File: src/rtl/instr_fetch_unit_if.sv
// Fetch unit bundle: instruction-memory read port, decode-side valid/ready
// handshake and the redirect/halt controls.
interface instr_fetch_unit_if #(
  parameter int ADDR_W = 8,
  parameter int DATA_W = 8,
  parameter int DEPTH  = 4
);
  localparam int CNT_W = $clog2(DEPTH) + 1;

  logic              imem_req;
  logic [ADDR_W-1:0] imem_addr;
  logic              imem_ack;
  logic [DATA_W-1:0] imem_data;
  logic              instr_valid;
  logic [DATA_W-1:0] instr;
  logic [ADDR_W-1:0] instr_pc;
  logic              instr_ready;
  logic              redirect;
  logic [ADDR_W-1:0] redirect_pc;
  logic              halt;
  logic [CNT_W-1:0]  fifo_count;

  modport master (
    output imem_req, imem_addr, instr_valid, instr, instr_pc, fifo_count,
    input  imem_ack, imem_data, instr_ready, redirect, redirect_pc, halt
  );

  modport slave (
    input  imem_req, imem_addr, instr_valid, instr, instr_pc, fifo_count,
    output imem_ack, imem_data, instr_ready, redirect, redirect_pc, halt
  );
endinterface

File: src/rtl/instr_fetch_unit.sv
// SIC-4 fetch stage: owns the fetch PC, issues req/ack reads to instruction
// memory and buffers {pc, word} pairs in a prefetch FIFO for decode.
module instr_fetch_unit #(
  parameter int                ADDR_W   = 8,
  parameter int                DATA_W   = 8,
  parameter int                DEPTH    = 4,
  parameter logic [ADDR_W-1:0] RESET_PC = '0
) (
  input logic                clk,
  input logic                rst_n,
  instr_fetch_unit_if.master bus
);
  localparam int               PTR_W = $clog2(DEPTH);
  localparam int               CNT_W = PTR_W + 1;
  localparam logic [CNT_W-1:0] FULL  = CNT_W'(DEPTH);

  typedef enum logic [1:0] {IDLE, REQ, DISCARD} state_t;

  state_t            state;
  logic [ADDR_W-1:0] fetch_pc;
  logic [ADDR_W-1:0] pc_inc;
  logic              req;
  logic [ADDR_W-1:0] addr;
  logic [ADDR_W-1:0] pc_mem   [DEPTH];
  logic [DATA_W-1:0] data_mem [DEPTH];
  logic [PTR_W-1:0]  wr_ptr;
  logic [PTR_W-1:0]  rd_ptr;
  logic [CNT_W-1:0]  count;
  logic [CNT_W-1:0]  count_next;
  logic              push;
  logic              pop;
  logic              launch;
  logic              head_valid;

  // Launch looks at post-edge occupancy so every issued read owns a free slot.
  always_comb begin
    head_valid = (count != '0);
    pop        = head_valid && bus.instr_ready;
    push       = (state == REQ) && bus.imem_ack && !bus.redirect;
    pc_inc     = fetch_pc + ADDR_W'(1);
    count_next = count;
    if (bus.redirect) begin
      count_next = '0;
    end else begin
      count_next = count + CNT_W'(push) - CNT_W'(pop);
    end
    launch = !bus.halt && !bus.redirect && (count_next < FULL);
  end

  // Storage carries no reset; occupancy and pointers decide what is visible.
  always_ff @(posedge clk) begin
    if (push) begin
      pc_mem[wr_ptr]   <= fetch_pc;
      data_mem[wr_ptr] <= bus.imem_data;
    end
  end

  always_ff @(posedge clk) begin
    if (!rst_n) begin
      state    <= IDLE;
      fetch_pc <= RESET_PC;
      req      <= 1'b0;
      addr     <= RESET_PC;
      count    <= '0;
      wr_ptr   <= '0;
      rd_ptr   <= '0;
    end else begin
      count <= count_next;
      if (bus.redirect) begin
        wr_ptr <= '0;
        rd_ptr <= '0;
      end else begin
        if (push) wr_ptr <= wr_ptr + PTR_W'(1);
        if (pop)  rd_ptr <= rd_ptr + PTR_W'(1);
      end

      case (state)
        IDLE: begin
          if (bus.redirect) begin
            fetch_pc <= bus.redirect_pc;
          end else if (launch) begin
            state <= REQ;
            req   <= 1'b1;
            addr  <= fetch_pc;
          end
        end
        REQ: begin
          if (bus.redirect) begin
            fetch_pc <= bus.redirect_pc;
            if (bus.imem_ack) begin
              state <= IDLE;
              req   <= 1'b0;
            end else begin
              state <= DISCARD;
            end
          end else if (bus.imem_ack) begin
            fetch_pc <= pc_inc;
            if (launch) begin
              addr <= pc_inc;
            end else begin
              state <= IDLE;
              req   <= 1'b0;
            end
          end
        end
        DISCARD: begin
          // The stale read must still complete before a new address can go out.
          if (bus.redirect) fetch_pc <= bus.redirect_pc;
          if (bus.imem_ack) begin
            state <= IDLE;
            req   <= 1'b0;
          end
        end
        default: begin
          state <= IDLE;
          req   <= 1'b0;
        end
      endcase
    end
  end

  assign bus.imem_req    = req;
  assign bus.imem_addr   = addr;
  assign bus.instr_valid = head_valid;
  assign bus.instr       = head_valid ? data_mem[rd_ptr] : '0;
  assign bus.instr_pc    = head_valid ? pc_mem[rd_ptr] : '0;
  assign bus.fifo_count  = count;
endmodule
File: src/flat_wrapper.sv
// flat-port wrapper written by rule: the top's interface ports become plain ports
module instr_fetch_unit_flat 
#(
  parameter int                ADDR_W   = 8,
  parameter int                DATA_W   = 8,
  parameter int                DEPTH    = 4,
  parameter logic [ADDR_W-1:0] RESET_PC = '0
)
  (clk, rst_n, bus_imem_req, bus_imem_addr, bus_instr_valid, bus_instr, bus_instr_pc, bus_fifo_count, bus_imem_ack, bus_imem_data, bus_instr_ready, bus_redirect, bus_redirect_pc, bus_halt);
  instr_fetch_unit_if #(.ADDR_W(ADDR_W), .DATA_W(DATA_W), .DEPTH(DEPTH)) bus_i ();
  input logic clk;
  input logic rst_n;
  output wire logic [$bits(bus_i.imem_req)-1:0] bus_imem_req;
  output wire logic [$bits(bus_i.imem_addr)-1:0] bus_imem_addr;
  output wire logic [$bits(bus_i.instr_valid)-1:0] bus_instr_valid;
  output wire logic [$bits(bus_i.instr)-1:0] bus_instr;
  output wire logic [$bits(bus_i.instr_pc)-1:0] bus_instr_pc;
  output wire logic [$bits(bus_i.fifo_count)-1:0] bus_fifo_count;
  input wire logic [$bits(bus_i.imem_ack)-1:0] bus_imem_ack;
  input wire logic [$bits(bus_i.imem_data)-1:0] bus_imem_data;
  input wire logic [$bits(bus_i.instr_ready)-1:0] bus_instr_ready;
  input wire logic [$bits(bus_i.redirect)-1:0] bus_redirect;
  input wire logic [$bits(bus_i.redirect_pc)-1:0] bus_redirect_pc;
  input wire logic [$bits(bus_i.halt)-1:0] bus_halt;
  assign bus_imem_req = bus_i.imem_req;
  assign bus_imem_addr = bus_i.imem_addr;
  assign bus_instr_valid = bus_i.instr_valid;
  assign bus_instr = bus_i.instr;
  assign bus_instr_pc = bus_i.instr_pc;
  assign bus_fifo_count = bus_i.fifo_count;
  assign bus_i.imem_ack = bus_imem_ack;
  assign bus_i.imem_data = bus_imem_data;
  assign bus_i.instr_ready = bus_instr_ready;
  assign bus_i.redirect = bus_redirect;
  assign bus_i.redirect_pc = bus_redirect_pc;
  assign bus_i.halt = bus_halt;
  instr_fetch_unit #(.ADDR_W(ADDR_W), .DATA_W(DATA_W), .DEPTH(DEPTH), .RESET_PC(RESET_PC)) u_core (.clk(clk), .rst_n(rst_n), .bus(bus_i));
endmodule
File: config.mk
export PLATFORM = sky130hd
export DESIGN_NAME = instr_fetch_unit_flat
export DESIGN_NICKNAME = d
export VERILOG_FILES = /design/src/rtl/instr_fetch_unit_if.sv /design/src/rtl/instr_fetch_unit.sv /design/src/flat_wrapper.sv
export SDC_FILE = /design/constraint.sdc
export NUM_CORES = 1
export LEC_CHECK = 0
export BUFFER_PORTS_ARGS = -buffer_cell sky130_fd_sc_hd__buf_2
export CORE_MARGIN = 2
export CORE_UTILIZATION = 50
export CTS_CLUSTER_SIZE = 30
export DETAILED_ROUTE_END_ITERATION = 8
export GPL_ROUTABILITY_DRIVEN = 0
export PLACE_DENSITY_LB_ADDON = 0.2
export RECOVER_POWER = 100
export SLEW_MARGIN = 0
export SYNTH_ARGS = -nofsm -noshare
export SYNTH_HDL_FRONTEND = slang
export SYNTH_SLANG_ARGS = --single-unit
File: constraint.sdc
create_clock -name clk -period 3.4 [get_ports clk]
set_input_delay 0.34 -clock clk [delete_from_list [all_inputs] [get_ports clk]]
set_output_delay 0.34 -clock clk [all_outputs]
set_load 0.05 [all_outputs]
==> run summary <==
Fin. max-slew vios: 0
Worst hold path type: in -> reg
CTS hold repair buffers: 0
Syn Inst Count: 281
CP startpoint kind: register
Final net count: 365
Simple-Gate Fraction of Synth Area: 12.1%
CTS tree: yes
Post-Synth Adder-Cell Area: 2.72%
Clock Skew: 0.00889 ns
First-pass GRT wire length: 11500 um
Seq/Total Area, Yosys: 62.6%
Clock power share: 30.4%
Net Sw Power: 0.507 mW
XOR/XNOR Fraction of Synth Area: 2.84%
Area leader, netlist: edfxtp_1
Most common cell in the netlist: edfxtp_1
Detailed-route via count: 2353
Critical Path RT: 3.66 ns
Critical Path AT: 3.24 ns
Fraction of layout cells with a size suffix above 1: 15.3%
Netlist cell types: 47
Starting density of the core: 51.5%
Post-Syn Area: 3960 um2
Area of the die: 8650 um2
Mux cell area share after synthesis: 9.91%
Outcome: completed
Ys Warns: 0
Flops & latches, synth: 92
Clk sinks: 92
Synthesized net count: 311
Combinational power share: 8.6%
Gr usage total: 17.6%
Max VDD drop: 0.205 mV
Antenna diodes: 0
Fin Setup TNS: 0 ns
Flop2flop setup slack: 0.42 ns
Synth Flop Type: edfxtp_1
Vias in the first global route: 2358
Root Driver: clkbuf_8
Routed WL: 7040 um
Vias per cell: 5.32
Hold Fails Final Rpt: 0
CTS buffer count: 9
IO buf count: 50
WS Path Type: reg -> reg
Die width: 93.0 um
Die height: 93.0 um
Routed length per instance: 15.9 um
Core Footprint: 7690 um2
Min Hold Slack: 0.229 ns
Row count: 32
Clock Latency Late Sink: 0.35 ns
Worst-Margin Slew: 1.01 ns
Post-synth EDFFs: 64
Post-route ant nets: 0
Largest family of logic cells by synthesized area: simple AND/OR/NAND/NOR gates
Tot Pwr: 2.04 mW
I/O pin count: 51
CP Capture Type: register
Crit Path Max Fanout: 16
Crit share post-route: 87.7%
CTS Buffer Depth: 2
MaxCap Viol Count: 0
Detail Placement HPWL: 4480 um
Max Clock Freq: 335 MHz
Ranking of synthesized cells by area: edfxtp_1, dfxtp_1, mux4_2
Syn-to-layout area delta: 10.9%
Remaining Overflow, GRT: 0
Final setup fails: 0
Switching Share: 24.8%
Tmin final: 2.98 ns
Register area: 2480 um2
Top cells by count, synth: edfxtp_1, dfxtp_1, and2_1, nor2_1, mux4_2
H-Tree Depth: 3
# fillers: 656
Compound-gate portion of the synthesized area: 6.92%
Lkg Pwr: 1.44 nW
Residual DRC: 0
Largest net degree at the start of global routing: 19
Worst-path clk slew: 0.08 ns
Fraction of registers with async set/reset: 0%
Cell internal pwr: 1.54 mW
Area occupied by multi-input gates: 1350 um2
RSZ-0062 raised after global routing: no
Initial antenna violation count: 0
Pre-Repair DR Iteration Count: 4
Syn Area/Cell: 14.1 um2
Sequential share of power: 61.0%
Slew HR: 32.5%
Top cell type's share of synthesized area: 48.5%
PD cells: 465 nW/um2
DRT iter0 DRCs: 61
layout by cell type, fill, tap and decap left out, types with 2 or more instances in the layout:
master | netlist | final
inv_1 | 9 | 9
and2_1 | 23 | 20
buf_4 | 2 | 2
buf_2 | 4 | 13
or4_1 | 2 | 2
clkbuf_8 | 0 | 9
nor3_1 | 5 | 5
a211oi_1 | 0 | 2
a21oi_1 | 12 | 12
clkinv_2 | 0 | 3
and2_0 | 2 | 5
nand3_1 | 7 | 7
a211oi_2 | 6 | 4
and2b_1 | 3 | 3
xnor2_1 | 6 | 6
nor2_1 | 19 | 20
dfxtp_1 | 28 | 28
ha_1 | 7 | 7
a31oi_1 | 2 | 2
a21o_1 | 2 | 2
a2111oi_0 | 1 | 2
edfxtp_1 | 64 | 64
xor2_1 | 4 | 4
mux4_2 | 16 | 16
or3_1 | 2 | 2
nand2_1 | 15 | 15
clkbuf_1 | 6 | 45
nand2b_1 | 5 | 5
o21ai_0 | 7 | 8
through the flow:
step           cell area, um2  std cells  util, %  setup slack [ns]
6_report                 4390        442     57.2             0.417
5_1_grt                  4390        442     57.2             0.183
3_3_place_gp             4320        426     56.2             0.355
2_1_floorplan            3960        281        -             0.327
4_1_cts                  4480        442     58.3             0.224
3_5_place_dp             4320        426     56.2             0.261
final timing paths:
path,start,to,depth (start not counted)
max,u_core.bus.fifo_count[1]$_SDFF_PP0_,u_core.bus.imem_addr[1]$_SDFFE_PN0P_,10
min reg2reg,u_core.bus.imem_addr[6]$_SDFFE_PN0P_,u_core.bus.imem_addr[6]$_SDFFE_PN0P_,2
max reg2reg,u_core.bus.fifo_count[1]$_SDFF_PP0_,u_core.bus.imem_addr[1]$_SDFFE_PN0P_,10
min,bus_imem_ack,u_core.state[1]$_SDFFE_PN0P_,2
cell type report:
type                       count  area share, %
sequential                    92           56.5
tap                          102           2.90
clock inverter                 5          0.712
clock buffer                  11           2.99
inverter                       9          0.769
timing repair buffer          58           5.50
multi-input combinational    165           30.6
kinds of logic after synthesis:
| logic type | Yosys count |
|---|---|
| flops | 92 |
| simple gates | 89 |
| compound gates | 38 |
| buf+inv | 24 |
| mux | 19 |
| xor+xnor | 11 |
| fa+ha+maj | 8 |
critical path: stages, from the launching register on:
cell and delay [ns]:
dfxtp_1 0.35, or3_1 0.37, and2_0 0.20, ha_1 0.29, inv_1 0.04, ha_1 0.20, fa_1 0.37, xor3_1 0.28
and4b_2 0.47, nor2_1 0.09, a311oi_2 0.24
state kept, by name, summed over array words and instances, names as in the netlist, named ones only:
name,cells
u_core.bus.imem_req,1
u_core.state,2
u_core.wr_ptr,2
u_core.rd_ptr,2
u_core.bus.fifo_count,3
u_core.fetch_pc,8
u_core.pc_mem,32
u_core.bus.imem_addr,8
u_core.data_mem,32
power groups by stage:
| stage | registers, mW | clock network [mW] | logic (mW) |
|---|---|---|---|
| CTS | 1.25 | 0.634 | 0.187 |
| global placement | 1.27 | 0 | 0.183 |
| global route | 1.25 | 0.686 | 0.191 |
| detailed placement | 1.27 | 0 | 0.185 |
| finish | 1.25 | 0.622 | 0.175 |
| floorplan | 1.30 | 0 | 0.108 |
layer usage:
layer  global-route usage (%)  share of wire (%)
met5                        0                  0
met2                     30.0                 49
met1                     21.9                 44
met4                     6.50                1.6
met3                     4.35                5.1
timing repair:
item                       CTS  global route
setup endpoints to repair    0             1
buffers inserted             0             0
hold endpoints to repair     0             0
resized for setup            0             1
No activity file was read; power rests on OpenSTA's default activity.
